<file path="src/rtl/fractal_frame_ctrl_pkg.sv">
// Shared types for the fractal frame controller: state encoding, widths and
// the parameter set held in the staging and active registers.
package fractal_pkg;

    localparam int COORD_W = 32;
    localparam int DIM_W   = 16;
    localparam int FCNT_W  = 32;

    typedef enum logic [1:0] {
        ST_IDLE = 2'd0,
        ST_LOAD = 2'd1,
        ST_RUN  = 2'd2
    } state_t;

    typedef struct packed {
        logic [DIM_W-1:0]   width;
        logic [DIM_W-1:0]   height;
        logic [COORD_W-1:0] cr;
        logic [COORD_W-1:0] ci;
        logic [COORD_W-1:0] dx;
        logic [COORD_W-1:0] dy;
        logic [COORD_W-1:0] x0;
        logic [COORD_W-1:0] y0;
    } frame_params_t;

    // Per-frame animation step; additions wrap modulo 2^COORD_W.
    function automatic frame_params_t apply_step(input frame_params_t p,
                                                 input logic [COORD_W-1:0] cr_step,
                                                 input logic [COORD_W-1:0] ci_step);
        frame_params_t r;
        r    = p;
        r.cr = p.cr + cr_step;
        r.ci = p.ci + ci_step;
        return r;
    endfunction

endpackage

</file>
<file path="src/rtl/fractal_frame_ctrl_if.sv">
// Register-bank, generator-parameter and pixel-monitor signals of the frame
// controller. The controller uses the slave modport, its environment the master.
interface fractal_frame_ctrl_if;
    import fractal_pkg::*;

    logic               cfg_run;
    logic               cfg_oneshot;
    logic               cfg_commit;
    logic               cfg_err_clr;
    logic [DIM_W-1:0]   cfg_width;
    logic [DIM_W-1:0]   cfg_height;
    logic [COORD_W-1:0] cfg_cr;
    logic [COORD_W-1:0] cfg_ci;
    logic [COORD_W-1:0] cfg_dx;
    logic [COORD_W-1:0] cfg_dy;
    logic [COORD_W-1:0] cfg_x0;
    logic [COORD_W-1:0] cfg_y0;
    logic [COORD_W-1:0] cfg_cr_step;
    logic [COORD_W-1:0] cfg_ci_step;

    logic               gen_resetn;
    logic [DIM_W-1:0]   gen_width;
    logic [DIM_W-1:0]   gen_height;
    logic [COORD_W-1:0] gen_cr;
    logic [COORD_W-1:0] gen_ci;
    logic [COORD_W-1:0] gen_dx;
    logic [COORD_W-1:0] gen_dy;
    logic [COORD_W-1:0] gen_x0;
    logic [COORD_W-1:0] gen_y0;

    logic               pix_valid;
    logic               pix_last;
    logic               pix_user;

    logic               sts_busy;
    logic               sts_pending;
    logic               sts_err;
    logic [FCNT_W-1:0]  sts_frame_cnt;
    logic               irq_frame_done;

    modport slave (
        input  cfg_run, cfg_oneshot, cfg_commit, cfg_err_clr,
        input  cfg_width, cfg_height, cfg_cr, cfg_ci, cfg_dx, cfg_dy, cfg_x0, cfg_y0,
        input  cfg_cr_step, cfg_ci_step,
        input  pix_valid, pix_last, pix_user,
        output gen_resetn, gen_width, gen_height, gen_cr, gen_ci, gen_dx, gen_dy, gen_x0, gen_y0,
        output sts_busy, sts_pending, sts_err, sts_frame_cnt, irq_frame_done
    );

    modport master (
        output cfg_run, cfg_oneshot, cfg_commit, cfg_err_clr,
        output cfg_width, cfg_height, cfg_cr, cfg_ci, cfg_dx, cfg_dy, cfg_x0, cfg_y0,
        output cfg_cr_step, cfg_ci_step,
        output pix_valid, pix_last, pix_user,
        input  gen_resetn, gen_width, gen_height, gen_cr, gen_ci, gen_dx, gen_dy, gen_x0, gen_y0,
        input  sts_busy, sts_pending, sts_err, sts_frame_cnt, irq_frame_done
    );

endinterface

</file>
<file path="src/rtl/fractal_frame_ctrl_tracker.sv">
// Line counter, frame-boundary detect and pixel-stream protocol checks for the
// frame controller. boundary_o and err_o are same-cycle pulses.
module fractal_frame_tracker
    import fractal_pkg::*;
(
    input  logic             clk,
    input  logic             rst_n,
    input  logic             clr_i,
    input  logic             run_i,
    input  logic [DIM_W-1:0] height_i,
    input  logic             pix_valid_i,
    input  logic             pix_last_i,
    input  logic             pix_user_i,
    output logic             boundary_o,
    output logic             err_o
);

    logic [DIM_W-1:0] line_cnt_q, line_cnt_d;
    logic             sol_q, sol_d;
    logic             line_end;
    logic             last_line;

    assign line_end   = run_i & pix_valid_i & pix_last_i;
    assign last_line  = (line_cnt_q == (height_i - DIM_W'(1)));
    assign boundary_o = line_end & last_line;

    // frame_start is legal only on the first beat of the first line
    assign err_o = (pix_valid_i & ~run_i)
                 | (run_i & pix_valid_i & pix_user_i & ((line_cnt_q != '0) | ~sol_q));

    always_comb begin
        line_cnt_d = line_cnt_q;
        sol_d      = sol_q;
        if (clr_i) begin
            line_cnt_d = '0;
            sol_d      = 1'b1;
        end else if (run_i && pix_valid_i) begin
            sol_d = pix_last_i;
            if (pix_last_i) begin
                line_cnt_d = last_line ? '0 : line_cnt_q + DIM_W'(1);
            end
        end
    end

    always_ff @(posedge clk or negedge rst_n) begin
        if (!rst_n) begin
            line_cnt_q <= '0;
            sol_q      <= 1'b1;
        end else begin
            line_cnt_q <= line_cnt_d;
            sol_q      <= sol_d;
        end
    end

endmodule

</file>
<file path="src/rtl/fractal_frame_ctrl.sv">
// Frame-boundary parameter controller for fractal_generator. Define
// FRACTAL_ANIM_EN to step cr/ci by cfg_cr_step/cfg_ci_step at every boundary.
module fractal_frame_ctrl
    import fractal_pkg::*;
(
    input  logic                aclk,
    input  logic                aresetn,
    fractal_frame_ctrl_if.slave bus
);

`ifdef FRACTAL_ANIM_EN
    localparam bit ANIM_EN = 1'b1;
`else
    localparam bit ANIM_EN = 1'b0;
`endif

    state_t            state_q;
    frame_params_t     stage_q, stage_d;
    frame_params_t     active_q;
    frame_params_t     cfg_params;
    logic              pending_q, pending_d;
    logic              err_q, err_d;
    logic              gen_resetn_q;
    logic              irq_q;
    logic [FCNT_W-1:0] frame_cnt_q;
    logic              commit_ok, commit_bad;
    logic              boundary, trk_err;
`ifdef FRACTAL_ANIM_EN
    logic              load_stage_q;
`else
    logic              unused_steps;
    assign unused_steps = ^{bus.cfg_cr_step, bus.cfg_ci_step};
`endif

    assign cfg_params = '{width:  bus.cfg_width,  height: bus.cfg_height,
                          cr:     bus.cfg_cr,     ci:     bus.cfg_ci,
                          dx:     bus.cfg_dx,     dy:     bus.cfg_dy,
                          x0:     bus.cfg_x0,     y0:     bus.cfg_y0};

    assign commit_ok  = bus.cfg_commit & (bus.cfg_width != '0) & (bus.cfg_height != '0);
    assign commit_bad = bus.cfg_commit & ((bus.cfg_width == '0) | (bus.cfg_height == '0));

    fractal_frame_tracker u_tracker (
        .clk         (aclk),
        .rst_n       (aresetn),
        .clr_i       (state_q == ST_LOAD),
        .run_i       (state_q == ST_RUN),
        .height_i    (active_q.height),
        .pix_valid_i (bus.pix_valid),
        .pix_last_i  (bus.pix_last),
        .pix_user_i  (bus.pix_user),
        .boundary_o  (boundary),
        .err_o       (trk_err)
    );

    // A commit in the LOAD cycle re-arms pending for the next boundary.
    always_comb begin
        stage_d   = stage_q;
        pending_d = pending_q;
        if (state_q == ST_LOAD) begin
            pending_d = 1'b0;
        end
        if (commit_ok) begin
            stage_d   = cfg_params;
            pending_d = 1'b1;
        end
        err_d = (err_q & ~bus.cfg_err_clr) | commit_bad | trk_err;
    end

    always_ff @(posedge aclk or negedge aresetn) begin
        if (!aresetn) begin
            stage_q   <= '0;
            pending_q <= 1'b0;
            err_q     <= 1'b0;
        end else begin
            stage_q   <= stage_d;
            pending_q <= pending_d;
            err_q     <= err_d;
        end
    end

    always_ff @(posedge aclk or negedge aresetn) begin
        if (!aresetn) begin
            state_q      <= ST_IDLE;
            active_q     <= '0;
            gen_resetn_q <= 1'b0;
            irq_q        <= 1'b0;
            frame_cnt_q  <= '0;
`ifdef FRACTAL_ANIM_EN
            load_stage_q <= 1'b0;
`endif
        end else begin
            irq_q <= 1'b0;
            case (state_q)
                ST_IDLE: begin
                    gen_resetn_q <= 1'b0;
                    if (bus.cfg_run && pending_q) begin
                        state_q <= ST_LOAD;
`ifdef FRACTAL_ANIM_EN
                        load_stage_q <= 1'b1;
`endif
                    end
                end
                ST_LOAD: begin
`ifdef FRACTAL_ANIM_EN
                    active_q <= load_stage_q ? stage_q
                                             : apply_step(active_q, bus.cfg_cr_step, bus.cfg_ci_step);
`else
                    active_q <= stage_q;
`endif
                    gen_resetn_q <= 1'b1;
                    state_q      <= ST_RUN;
                end
                ST_RUN: begin
                    if (boundary) begin
                        irq_q       <= 1'b1;
                        frame_cnt_q <= frame_cnt_q + FCNT_W'(1);
                        if (!bus.cfg_run || bus.cfg_oneshot) begin
                            state_q      <= ST_IDLE;
                            gen_resetn_q <= 1'b0;
                        end else if (pending_q || ANIM_EN) begin
                            state_q      <= ST_LOAD;
                            gen_resetn_q <= 1'b0;
`ifdef FRACTAL_ANIM_EN
                            load_stage_q <= pending_q;
`endif
                        end
                    end
                end
                default: begin
                    state_q      <= ST_IDLE;
                    gen_resetn_q <= 1'b0;
                end
            endcase
        end
    end

    assign bus.gen_resetn     = gen_resetn_q;
    assign bus.gen_width      = active_q.width;
    assign bus.gen_height     = active_q.height;
    assign bus.gen_cr         = active_q.cr;
    assign bus.gen_ci         = active_q.ci;
    assign bus.gen_dx         = active_q.dx;
    assign bus.gen_dy         = active_q.dy;
    assign bus.gen_x0         = active_q.x0;
    assign bus.gen_y0         = active_q.y0;
    assign bus.sts_busy       = (state_q != ST_IDLE);
    assign bus.sts_pending    = pending_q;
    assign bus.sts_err        = err_q;
    assign bus.sts_frame_cnt  = frame_cnt_q;
    assign bus.irq_frame_done = irq_q;

endmodule

</file>
<file path="src/flat_wrapper.sv">
// flat-port wrapper written by rule: the top's interface ports become plain ports
module fractal_frame_ctrl_flat import fractal_pkg::*;
  (aclk, aresetn, bus_cfg_run, bus_cfg_oneshot, bus_cfg_commit, bus_cfg_err_clr, bus_cfg_width, bus_cfg_height, bus_cfg_cr, bus_cfg_ci, bus_cfg_dx, bus_cfg_dy, bus_cfg_x0, bus_cfg_y0, bus_cfg_cr_step, bus_cfg_ci_step, bus_pix_valid, bus_pix_last, bus_pix_user, bus_gen_resetn, bus_gen_width, bus_gen_height, bus_gen_cr, bus_gen_ci, bus_gen_dx, bus_gen_dy, bus_gen_x0, bus_gen_y0, bus_sts_busy, bus_sts_pending, bus_sts_err, bus_sts_frame_cnt, bus_irq_frame_done);
  fractal_frame_ctrl_if bus_i ();
  input  logic aclk;
  input  logic aresetn;
  input wire logic [$bits(bus_i.cfg_run)-1:0] bus_cfg_run;
  input wire logic [$bits(bus_i.cfg_oneshot)-1:0] bus_cfg_oneshot;
  input wire logic [$bits(bus_i.cfg_commit)-1:0] bus_cfg_commit;
  input wire logic [$bits(bus_i.cfg_err_clr)-1:0] bus_cfg_err_clr;
  input wire logic [$bits(bus_i.cfg_width)-1:0] bus_cfg_width;
  input wire logic [$bits(bus_i.cfg_height)-1:0] bus_cfg_height;
  input wire logic [$bits(bus_i.cfg_cr)-1:0] bus_cfg_cr;
  input wire logic [$bits(bus_i.cfg_ci)-1:0] bus_cfg_ci;
  input wire logic [$bits(bus_i.cfg_dx)-1:0] bus_cfg_dx;
  input wire logic [$bits(bus_i.cfg_dy)-1:0] bus_cfg_dy;
  input wire logic [$bits(bus_i.cfg_x0)-1:0] bus_cfg_x0;
  input wire logic [$bits(bus_i.cfg_y0)-1:0] bus_cfg_y0;
  input wire logic [$bits(bus_i.cfg_cr_step)-1:0] bus_cfg_cr_step;
  input wire logic [$bits(bus_i.cfg_ci_step)-1:0] bus_cfg_ci_step;
  input wire logic [$bits(bus_i.pix_valid)-1:0] bus_pix_valid;
  input wire logic [$bits(bus_i.pix_last)-1:0] bus_pix_last;
  input wire logic [$bits(bus_i.pix_user)-1:0] bus_pix_user;
  output wire logic [$bits(bus_i.gen_resetn)-1:0] bus_gen_resetn;
  output wire logic [$bits(bus_i.gen_width)-1:0] bus_gen_width;
  output wire logic [$bits(bus_i.gen_height)-1:0] bus_gen_height;
  output wire logic [$bits(bus_i.gen_cr)-1:0] bus_gen_cr;
  output wire logic [$bits(bus_i.gen_ci)-1:0] bus_gen_ci;
  output wire logic [$bits(bus_i.gen_dx)-1:0] bus_gen_dx;
  output wire logic [$bits(bus_i.gen_dy)-1:0] bus_gen_dy;
  output wire logic [$bits(bus_i.gen_x0)-1:0] bus_gen_x0;
  output wire logic [$bits(bus_i.gen_y0)-1:0] bus_gen_y0;
  output wire logic [$bits(bus_i.sts_busy)-1:0] bus_sts_busy;
  output wire logic [$bits(bus_i.sts_pending)-1:0] bus_sts_pending;
  output wire logic [$bits(bus_i.sts_err)-1:0] bus_sts_err;
  output wire logic [$bits(bus_i.sts_frame_cnt)-1:0] bus_sts_frame_cnt;
  output wire logic [$bits(bus_i.irq_frame_done)-1:0] bus_irq_frame_done;
  assign bus_i.cfg_run = bus_cfg_run;
  assign bus_i.cfg_oneshot = bus_cfg_oneshot;
  assign bus_i.cfg_commit = bus_cfg_commit;
  assign bus_i.cfg_err_clr = bus_cfg_err_clr;
  assign bus_i.cfg_width = bus_cfg_width;
  assign bus_i.cfg_height = bus_cfg_height;
  assign bus_i.cfg_cr = bus_cfg_cr;
  assign bus_i.cfg_ci = bus_cfg_ci;
  assign bus_i.cfg_dx = bus_cfg_dx;
  assign bus_i.cfg_dy = bus_cfg_dy;
  assign bus_i.cfg_x0 = bus_cfg_x0;
  assign bus_i.cfg_y0 = bus_cfg_y0;
  assign bus_i.cfg_cr_step = bus_cfg_cr_step;
  assign bus_i.cfg_ci_step = bus_cfg_ci_step;
  assign bus_i.pix_valid = bus_pix_valid;
  assign bus_i.pix_last = bus_pix_last;
  assign bus_i.pix_user = bus_pix_user;
  assign bus_gen_resetn = bus_i.gen_resetn;
  assign bus_gen_width = bus_i.gen_width;
  assign bus_gen_height = bus_i.gen_height;
  assign bus_gen_cr = bus_i.gen_cr;
  assign bus_gen_ci = bus_i.gen_ci;
  assign bus_gen_dx = bus_i.gen_dx;
  assign bus_gen_dy = bus_i.gen_dy;
  assign bus_gen_x0 = bus_i.gen_x0;
  assign bus_gen_y0 = bus_i.gen_y0;
  assign bus_sts_busy = bus_i.sts_busy;
  assign bus_sts_pending = bus_i.sts_pending;
  assign bus_sts_err = bus_i.sts_err;
  assign bus_sts_frame_cnt = bus_i.sts_frame_cnt;
  assign bus_irq_frame_done = bus_i.irq_frame_done;
  fractal_frame_ctrl u_core (.aclk(aclk), .aresetn(aresetn), .bus(bus_i));
endmodule
</file>
<file path="config.mk">
export PLATFORM = sky130hd
export DESIGN_NAME = fractal_frame_ctrl_flat
export DESIGN_NICKNAME = d
export VERILOG_FILES = /design/src/rtl/fractal_frame_ctrl_pkg.sv /design/src/rtl/fractal_frame_ctrl_if.sv /design/src/rtl/fractal_frame_ctrl_tracker.sv /design/src/rtl/fractal_frame_ctrl.sv /design/src/flat_wrapper.sv
export SDC_FILE = /design/constraint.sdc
export NUM_CORES = 1
export LEC_CHECK = 0
export CAP_MARGIN = 30
export CORE_MARGIN = 3
export CORE_UTILIZATION = 44
export CTS_BUF_LIST = sky130_fd_sc_hd__clkbuf_8 sky130_fd_sc_hd__clkbuf_16
export CTS_CLUSTER_SIZE = 20
export DETAILED_ROUTE_END_ITERATION = 10
export GPL_ROUTABILITY_DRIVEN = 0
export GPL_TIMING_DRIVEN = 0
export PLACE_DENSITY = 0.77
export SLEW_MARGIN = 30
export SYNTH_ARGS = -nofsm -noshare
export SYNTH_HDL_FRONTEND = slang
export SYNTH_SLANG_ARGS = --single-unit
</file>
<file path="constraint.sdc">
create_clock -name aclk -period 3.01 [get_ports aclk]
set_clock_uncertainty 0.2 [all_clocks]
set_input_delay 0.4515 -clock aclk [delete_from_list [all_inputs] [get_ports aclk]]
set_output_delay 0.4515 -clock aclk [all_outputs]
set_load 0.1 [all_outputs]
</file>
# After elaboration in Yosys (flattened, before gate mapping)
# Index checks and enable logic that the tools add are counted.
# word_totals
regBits	503
output_inout_bits	261
in_bits	297
elab_cells	88
# op_classes
muxes	19
bitwise	18
n_addsub	3
eq_ne	6
reduce_logical	18
# ops
op	n
16-bit 2-to-1 mux	4
16-bit nonzero test	3
32-bit by 1-bit adder with 32-bit output, second input constant	1
16-bit logical NOT	2
16-bit by 1-bit adder with 16-bit output, second input constant	1
16-bit == test	1
16-bit by 1-bit subtractor with 16-bit output, second input constant	1
1-bit bitwise AND	10
1-bit 2-to-1 mux	9
2-bit 2-to-1 mux	4
2-bit nonzero test	4
2-bit one-hot mux with 3 select lines	1
2-bit AND reduction	3
1-bit OR	5
2-bit by 1-bit != test with 1-bit output, second input constant	2
3-bit by 1-bit != test with 1-bit output, second input constant	1
1-bit NOT	3
3-bit AND reduction	1
2-bit by 1-bit == test with 1-bit output, second input constant	1
2-bit == test, second input constant	1
1-bit logical AND	2
2-bit logical NOT	1
1-bit one-hot mux with 2 select lines	1
1-bit logical NOT	1
1-bit logical OR	1

# Longest topological paths before layout
# Gate-level depths: netlist of the first run.
# logic_depth
depth_word	6
ltp_mapped	11
mapped_depth_nobuf	9

# Cells and area by module
# Synthesis of the first run repeated with hierarchy kept, for this count alone.
# unflattened
hier_cells	1799
area_unflattened_um2	20194.4
# modules_own_cells
mod	cells_per_inst	seq_area_each_um2	instances	area_per_inst_um2
fractal_frame_ctrl	1580	12161.7	1	18365.1
fractal_frame_tracker	219	426.7	1	1829.3

# Worst setup path after synthesis of the first run
# Ideal clock, no wire load.
# synth_path
kind	register to register
startpoint	register u_core.active_q (netlist bit u_core.bus.gen_height[2])
endpoint	register u_core.frame_cnt_q[5], in the netlist u_core.bus.sts_frame_cnt[5]
t_arrival_ns	3.343
path_stages_with_launch	11
period_less_slack_ns	3.702
n_path_buf	3
path_slack_ns	-0.692
setup_time_ns	0.160
required_time_ns	2.650
cell_sequence	dfrtp_1 buf_4 or4_4 or4_1 o311a_1 nor4_1 o2111a_2 buf_6 buf_6 nand3_1 xnor2_1
# synth_via
elab_chain_len	4
# synth_lines
item	line_no	rtl
start: declaration	fractal_frame_ctrl.sv:19	frame_params_t active_q;
start signal: assignment	fractal_frame_ctrl.sv:109	active_q <= stage_q;
16-bit by 1-bit subtractor with 16-bit output	fractal_frame_ctrl_tracker.sv:24	assign last_line = (line_cnt_q == (height_i - DIM_W'(1)));
16-bit == test	fractal_frame_ctrl_tracker.sv:24	
1-bit bitwise AND	fractal_frame_ctrl_tracker.sv:25	assign boundary_o = line_end & last_line;
2-bit AND reduction (no line)	--	
end signal: assignment	fractal_frame_ctrl.sv:117	frame_cnt_q <= frame_cnt_q + FCNT_W'(1);
end: declaration	fractal_frame_ctrl.sv:25	logic [FCNT_W-1:0] frame_cnt_q;
# No other way between the ends.
# A chain may end at the register's enable or synchronous reset.

# Worst setup path after layout of the first run
# layout_path
startpoint	register u_core.active_q (netlist bit u_core.bus.gen_height[2])
endpoint	register u_core.frame_cnt_q[18], in the netlist u_core.bus.sts_frame_cnt[18]
# Same word-level chain as after synthesis.

==> metrics.md, run 1 <==
| Metric | Value |
|---|---|
| List of most frequent post-synthesis cells | `nand2_1, dfrtp_1, mux2_2, clkbuf_1, xnor2_1` |
| FMAX | `0.301 GHz` |
| Path depth of the worst reg2reg path | `10` |
| Drt wl/cell | `20.2 um` |
| R2R Path Start | `u_core.bus.gen_height[2]` |
| Crit. End Element | `flip-flop` |
| P_leak | `12.9 nW` |
| Yosys top cell by area | `dfrtp_1` |
| YS warnings | `0` |
| Avg Inst Size Synth | `11.0 sq um` |
| Critical path origin | `u_core.bus.gen_height[2]` |
| Peak supply drop | `1.18 mV` |
| Setup TNS | `-11530 ps` |
| Slew margin rel. | `30.3%` |
| Num CTS Buffers | `52` |
| Area added between synthesis and finish | `39.2%` |
| Reg2reg setup slack | `-320 ps` |
| DP HPWL | `43600 um` |
| Syn_nets | `2119` |
| Clk slew on worst S/H paths | `60 ps` |
| Share of layout cells above drive strength 1 | `18.2%` |
| DRT Pass-1 Iters | `5` |
| Largest net degree at the start of global routing | `92` |
| Outcome | `finished with violations` |
| Power Density | `1210 mW/mm^2` |
| Post-synthesis async set-or-reset flop share | `100%` |
| WP data required | `3260 ps` |
| Wire length of the first global-routing pass | `93400 um` |
| Drt total wl | `61000 um` |
| CP arrival | `3580 ps` |
| CTS root buf | `clkbuf_16` |
| Post-route minimum period | `3330 ps` |
| Worst Tran Pin Value | `1040 ps` |
| RSZ-0062 raised after global routing | `yes` |
| Multi-input logic area | `0.00731 sq mm` |
| Initial antenna violation count | `8` |
| Hold crit path type | `input pin to asynchronous set/reset pin` |
| Register area | `0.0126 sq mm` |
| Pins over their slew limit | `0` |
| CTS tree | `done` |
| Final period util | `111%` |
| Failing checks | `negative setup slack` |
| Total number of vias | `15800` |
| Final Worst Setup Slack | `-316 ps` |
| Synth area leaders | `dfrtp_1, nand2_1, mux2_2` |
| Clock Sink Count | `503` |
| Register area share after synthesis | `62.7%` |
| IO buf count | `493` |
| Post-synth EDFFs | `0` |
| Die area | `0.0482 sq mm` |
| Setup crit end | `u_core.bus.sts_frame_cnt[18]` |
| MaxCap Viol Count | `0` |
| Vias per cell | `5.23` |
| Num rows | `77` |
| CP Class | `flip-flop to flip-flop` |
| Startpoint types | `flip-flop` |
| Mapped Area | `0.0201 sq mm` |
| Final Cell Area | `0.0280 sq mm` |
| H-tree depth | `2` |
| Core area | `0.0446 sq mm` |
| GRT Overall Usage | `24.9%` |
| Mapped Cells | `1818` |
| Fin nets | `2688` |
| Clock Latency Late Sink | `590 ps` |
| Synth top area share | `62.6%` |
| Reg2reg end | `u_core.bus.sts_frame_cnt[18]` |
| Number of synthesized register bits | `503` |
| Die width | `220 um` |
| Final hold vios | `0` |
| Routed Antenna Nets | `0` |
| FILL cells | `3491` |
| Number of global-route vias before repair | `16700` |
| Gr ovfl total | `0` |
| Netlist cell types | `55` |
| Initial Util | `45.0%` |
| Synth Flop Type | `dfrtp_1` |
| Initial DRC Count | `1231` |
| Placed Area | `0.0259 sq mm` |
| Top-Level Pins | `558` |
| Worst-case clock buffer depth | `3` |
| Most frequent cell after synthesis | `nand2_1` |
| Remaining DRCs | `0` |
| Setup violators final | `51` |
| Die height | `220 um` |
| CP max FO | `10` |
## where the power goes
group / internal, mW / switching (mW) / total [mW]
logic: 3.75 / 13.9 / 17.7
clock network: 3.63 / 2.67 / 6.30
registers: 8.53 / 1.20 / 9.73
total: 15.9 / 17.8 / 33.7
## final cells by class
cell class | count | area share (%)
clock inverter | 31 | 0.815
antenna | 6 | 0.0537
clock buffer | 62 | 5.15
sequential | 503 | 45.1
buffer | 94 | 1.62
inverter | 15 | 0.201
tap | 592 | 2.65
timing repair buffer | 517 | 18.3
multi-input combinational | 1204 | 26.2
## metrics by stage
| stage | instances | util, % | hold slack (ps) | total power [mW] | worst slack (ps) |
|---|---|---|---|---|---|
| 3_5_place_dp | 2909 | 58.0 | 162 | 27.3 | -1470 |
| 2_1_floorplan | 1818 | - | -44.1 | 22.6 | -332 |
| 3_3_place_gp | 2903 | 57.9 | 240 | 27.3 | -23660 |
| 6_report | 3024 | 62.7 | 125 | 33.7 | -316 |
| 5_1_grt | 3020 | 62.6 | 158 | 35.0 | -397 |
| 4_1_cts | 3017 | 62.5 | 117 | 33.8 | -319 |
## what timing repair did
| action | CTS | global route |
|---|---|---|
| gates resized for setup | 48 | 49 |
| pin swaps | 15 | 19 |
| hold buffers | 1 | 0 |
| setup endpoints to repair | 202 | 163 |
| buffers inserted | 12 | 3 |
| endpoints found under the hold margin | 90 | 0 |
| cloned | 4 | 0 |
## flip-flops by register name, indices dropped and copies added (netlist names), 16 cells and up
signal and count:
u_core.u_tracker.line_cnt_q 16, u_core.bus.gen_cr 32, u_core.bus.gen_height 16, u_core.bus.gen_y0 32
u_core.bus.gen_dx 32, u_core.bus.sts_frame_cnt 32, u_core.bus.gen_dy 32, u_core.bus.gen_ci 32
u_core.bus.gen_x0 32, u_core.bus.gen_width 16, u_core.stage_q 224
## placed cells by master, fill, tap and decap left out, drive strengths merged, types with 3 or more instances in the layout
master	count
nor2b	5
mux2	228
clkbuf	142
and4	3
diode	6
and3	11
dfrtp	502
buf	79
o21a	9
ha	4
nor4b	4
inv	38
o211ai	3
o21ai	10
nor2	28
nor3	18
clkdlybuf4s50	446
dlygate4sd2	3
and2	3
nor4	21
nand4	26
a21oi	5
bufinv	3
nand3	24
xnor2	36
clkinv	5
o311ai	8
nand3b	6
xor2	10
a21o	4
nand2	707
## how the worst min path moves through the flow
stage | to | slack (ps)
2_1_floorplan | u_core.bus.gen_ci[0] | -40
3_3_place_gp | u_core.bus.gen_width[1] | 240
3_5_place_dp | u_core.stage_q[129] | 160
4_1_cts | u_core.stage_q[129] | 120
5_1_grt | u_core.stage_q[129] | 160
6_report | u_core.stage_q[129] | 120
## per-layer routing
layer	GRT usage, %	part of all wire (%)	routed length, um	vias up
met5	0	0.071	43	-
met4	8.80	3.4	2060	8
met3	8.29	9.8	5970	147
met2	42.8	49	30100	626
met1	29.4	37	22700	7920
li1	-	-	-	7118
## cell families (layout without fill, tap and decap cells)
kind of cell / after synthesis / in the layout / share of synthesized area (%)
fa+ha+maj: 4 / 4 / 0.249
compound gates: 58 / 58 / 2.13
simple gates: 868 / 868 / 17.9
flops: 503 / 503 / 62.7
xor+xnor: 46 / 46 / 2.01
other cells: 0 / 6 / 0
mux: 228 / 228 / 12.8
buf+inv: 111 / 719 / 2.24
## worst max-delay path: stages (launching register included)
cell and delay [ps]:
dfrtp_4 500, or4_4 590, or4_4 460, o311a_4 350, nor4_4 150, o2111a_2 300, buf_8 160, buf_12 120
buf_12 120, nand2_1 70, xnor2_1 160
Note: power is estimated with default switching activity, not from simulation.
==> run 2, diff against run 1 <==
- REMOVE_ABC_BUFFERS: not set -> 1
==> run 2 against run 1 <==
The run still ends with negative setup slack left. Worst setup slack got worse by 30 ps. Hold slack improved by 98 ps. Clock power rose by 2%. Critical path type unchanged.
==> metrics.md, run 2 (same netlist as run 1, synthesis figures left out) <==
| Metric | Value |
|---|---|
| Path depth of the worst reg2reg path | `9 (was 10)` |
| Most frequent cells in the layout | `nand2_1, dfrtp_1, clkdlybuf4s50_1, mux2_2, clkbuf_16 (was nand2_1, dfrtp_1, clkdlybuf4s50_1, mux2_2, clkbuf_1)` |
| Gr ovfl total | `0 (unchanged)` |
| CTS tree | `done (unchanged)` |
| Clk pwr share | `18.8% (was 18.7%)` |
| Largest net degree at the start of global routing | `85 (was 92)` |
| Worst-case clock buffer depth | `3 (unchanged)` |
| Routed Antenna Nets | `0 (unchanged)` |
| WP data required | `3260 ps (about the same)` |
| Post-layout util | `63.7% (was 62.7%)` |
| Slew margin rel. | `30.5% (was 30.3%)` |
| Internal power | `16.5 mW (was 15.9 mW)` |
| Area added between synthesis and finish | `41.5% (was 39.2%)` |
| Startpoint types | `flip-flop (unchanged)` |
| Outcome | `finished with violations (unchanged)` |
| Critical path origin | `u_core.bus.gen_height[4] (was u_core.bus.gen_height[2])` |
| Clock Sink Count | `503 (unchanged)` |
| H-tree depth | `2 (unchanged)` |
| Power Density | `1210 mW/mm^2 (about the same)` |
| Num rows | `77 (unchanged)` |
| FMAX | `0.298 GHz (was 0.301 GHz)` |
| CP max FO | `5 (was 10)` |
| DRT Pass-1 Iters | `6 (was 5)` |
| Die height | `220 um (unchanged)` |
| Failing checks | `negative setup slack (unchanged)` |
| Hold crit path type | `input pin to asynchronous set/reset pin (unchanged)` |
| Reg2reg setup slack | `-350 ps (was -320 ps)` |
| Placed Area | `0.0260 sq mm (was 0.0259 sq mm)` |
| Worst Tran Pin Value | `1040 ps (about the same)` |
| Share of layout cells above drive strength 1 | `19.8% (was 18.2%)` |
| Comb pwr share | `52.9% (was 52.4%)` |
| Vias per cell | `5.20 (was 5.23)` |
| Total number of vias | `15400 (was 15800)` |
| Largest register FFs | `224 (unchanged)` |
| Remaining DRCs | `0 (unchanged)` |
| Reg2reg end | `u_core.bus.sts_frame_cnt[1] (was u_core.bus.sts_frame_cnt[18])` |
| Clock Latency Late Sink | `590 ps (about the same)` |
| Crit. End Element | `flip-flop (unchanged)` |
| Fin nets | `2635 (was 2688)` |
| Die area | `0.0482 sq mm (unchanged)` |
| Drt total wl | `57200 um (was 61000 um)` |
| Pre-CTS worst setup slack | `-1290 ps (was -1470 ps)` |
| Final Worst Setup Slack | `-346 ps (was -316 ps)` |
| Pins over their slew limit | `0 (unchanged)` |
| Top-Level Pins | `558 (unchanged)` |
| Core area | `0.0446 sq mm (unchanged)` |
| Final hold vios | `0 (unchanged)` |
| CP Class | `flip-flop to flip-flop (unchanged)` |
| DP HPWL | `39300 um (was 43600 um)` |
| RSZ-0062 raised after global routing | `yes (unchanged)` |
| Drt wl/cell | `19.3 um (was 20.2 um)` |
| Initial DRC Count | `1169 (was 1231)` |
| Clk slew on worst S/H paths | `60 ps (about the same)` |
| Final Cell Area | `0.0284 sq mm (was 0.0280 sq mm)` |
| R2R Path Start | `u_core.bus.gen_height[4] (was u_core.bus.gen_height[2])` |
| MaxCap Viol Count | `0 (unchanged)` |
| Setup violators final | `52 (was 51)` |
| Sw Pwr | `17.7 mW (was 17.8 mW)` |
| FILL cells | `3345 (was 3491)` |
| Initial Util | `45.0% (unchanged)` |
| Post-route minimum period | `3360 ps (was 3330 ps)` |
| Wire length of the first global-routing pass | `88500 um (was 93400 um)` |
| IO buf count | `493 (unchanged)` |
| P_leak | `13.1 nW (was 12.9 nW)` |
| CP arrival | `3610 ps (was 3580 ps)` |
| Number of global-route vias before repair | `16000 (was 16700)` |
| Initial antenna violation count | `6 (was 8)` |
| Final hold slack | `222 ps (was 125 ps)` |
| Switching power share of the total | `51.8% (was 52.8%)` |
| Largest Register | `u_core.stage_q (unchanged)` |
| CTS root buf | `clkbuf_16 (unchanged)` |
| Die width | `220 um (unchanged)` |
| Flop pwr share | `28.3% (was 28.9%)` |
| Num CTS Buffers | `52 (unchanged)` |
| GRT Overall Usage | `23.2% (was 24.9%)` |
| Peak supply drop | `1.03 mV (was 1.18 mV)` |
| Final period util | `111% (about the same)` |
| Commonest non-fill, non-tap cell in the layout | `nand2_1 (unchanged)` |
run 2: through the flow:
step | cells | power [mW] | setup TNS, ps
after global placement | 2807 | 28.7 | -
after CTS | 2951 | 34.3 | -8950
after floorplan | 1722 | 22.7 | -2366210
after detailed placement | 2837 | 27.5 | -124380
final | 2968 | 34.2 | -14230
after global routing | 2966 | 35.6 | -20530
run 2: per-layer routing:
layer | track usage [%] | wire (um) | part of all wire (%) | vias up
li1 | - | - | - | 7034
met1 | 27.6 | 21500 | 38 | 7698
met2 | 39.3 | 28400 | 50 | 560
met3 | 8.48 | 5420 | 9.5 | 131
met4 | 7.32 | 1890 | 3.3 | 4
met5 | 0 | 27 | 0.047 | -
run 2: repair_timing:
action / CTS / global route
resized for setup: 56 / 38
endpoints found under the setup margin: 54 / 128
cloned: 3 / 1
endpoints found under the hold margin: 70 / 0
setup buffers: 18 / 12
pin swaps: 19 / 20
hold buffers: 1 / 0
run 2: cell type report:
cell class	instances	area, sq um	area share (%)
Multi-Input combinational cell	1207	7460	26.3
Timing Repair Buffer	555	5830	20.5
Antenna cell	4	10.0	0.0352
Tap cell	592	741	2.61
Sequential cell	503	12600	44.3
Clock buffer	64	1480	5.20
Clock inverter	28	240	0.846
Inverter	15	56.3	0.198
run 2: power by group through the flow:
stage	combinational [mW]	clock (mW)	sequential [mW]
after floorplan	3.10	0	19.6
after global placement	18.9	0	9.88
after detailed placement	17.8	0	9.74
after CTS	18.1	6.57	9.67
after global routing	18.9	6.87	9.91
final	18.1	6.42	9.70
run 2: how the worst max path moves through the flow:
stage	end	slack (ps)	cells past startpoint
2_1_floorplan	u_core.bus.gen_height[0]	-5620	2
3_3_place_gp	u_core.bus.gen_cr[20]	-20150	1
3_5_place_dp	u_core.bus.sts_frame_cnt[1]	-1290	7
4_1_cts	u_core.u_tracker.line_cnt_q[15]	-250	8
5_1_grt	u_core.bus.sts_frame_cnt[20]	-480	10
6_report	u_core.bus.sts_frame_cnt[1]	-350	9
run 2: worst max-delay path: stages (launching register included):
cell	delay, ps
dfrtp_2	440
or4_4	580
buf_4	160
nor4b_1	410
nor3_1	180
nor4_4	380
o2111a_2	310
buf_12	130
and2_4	150
mux2_4	290
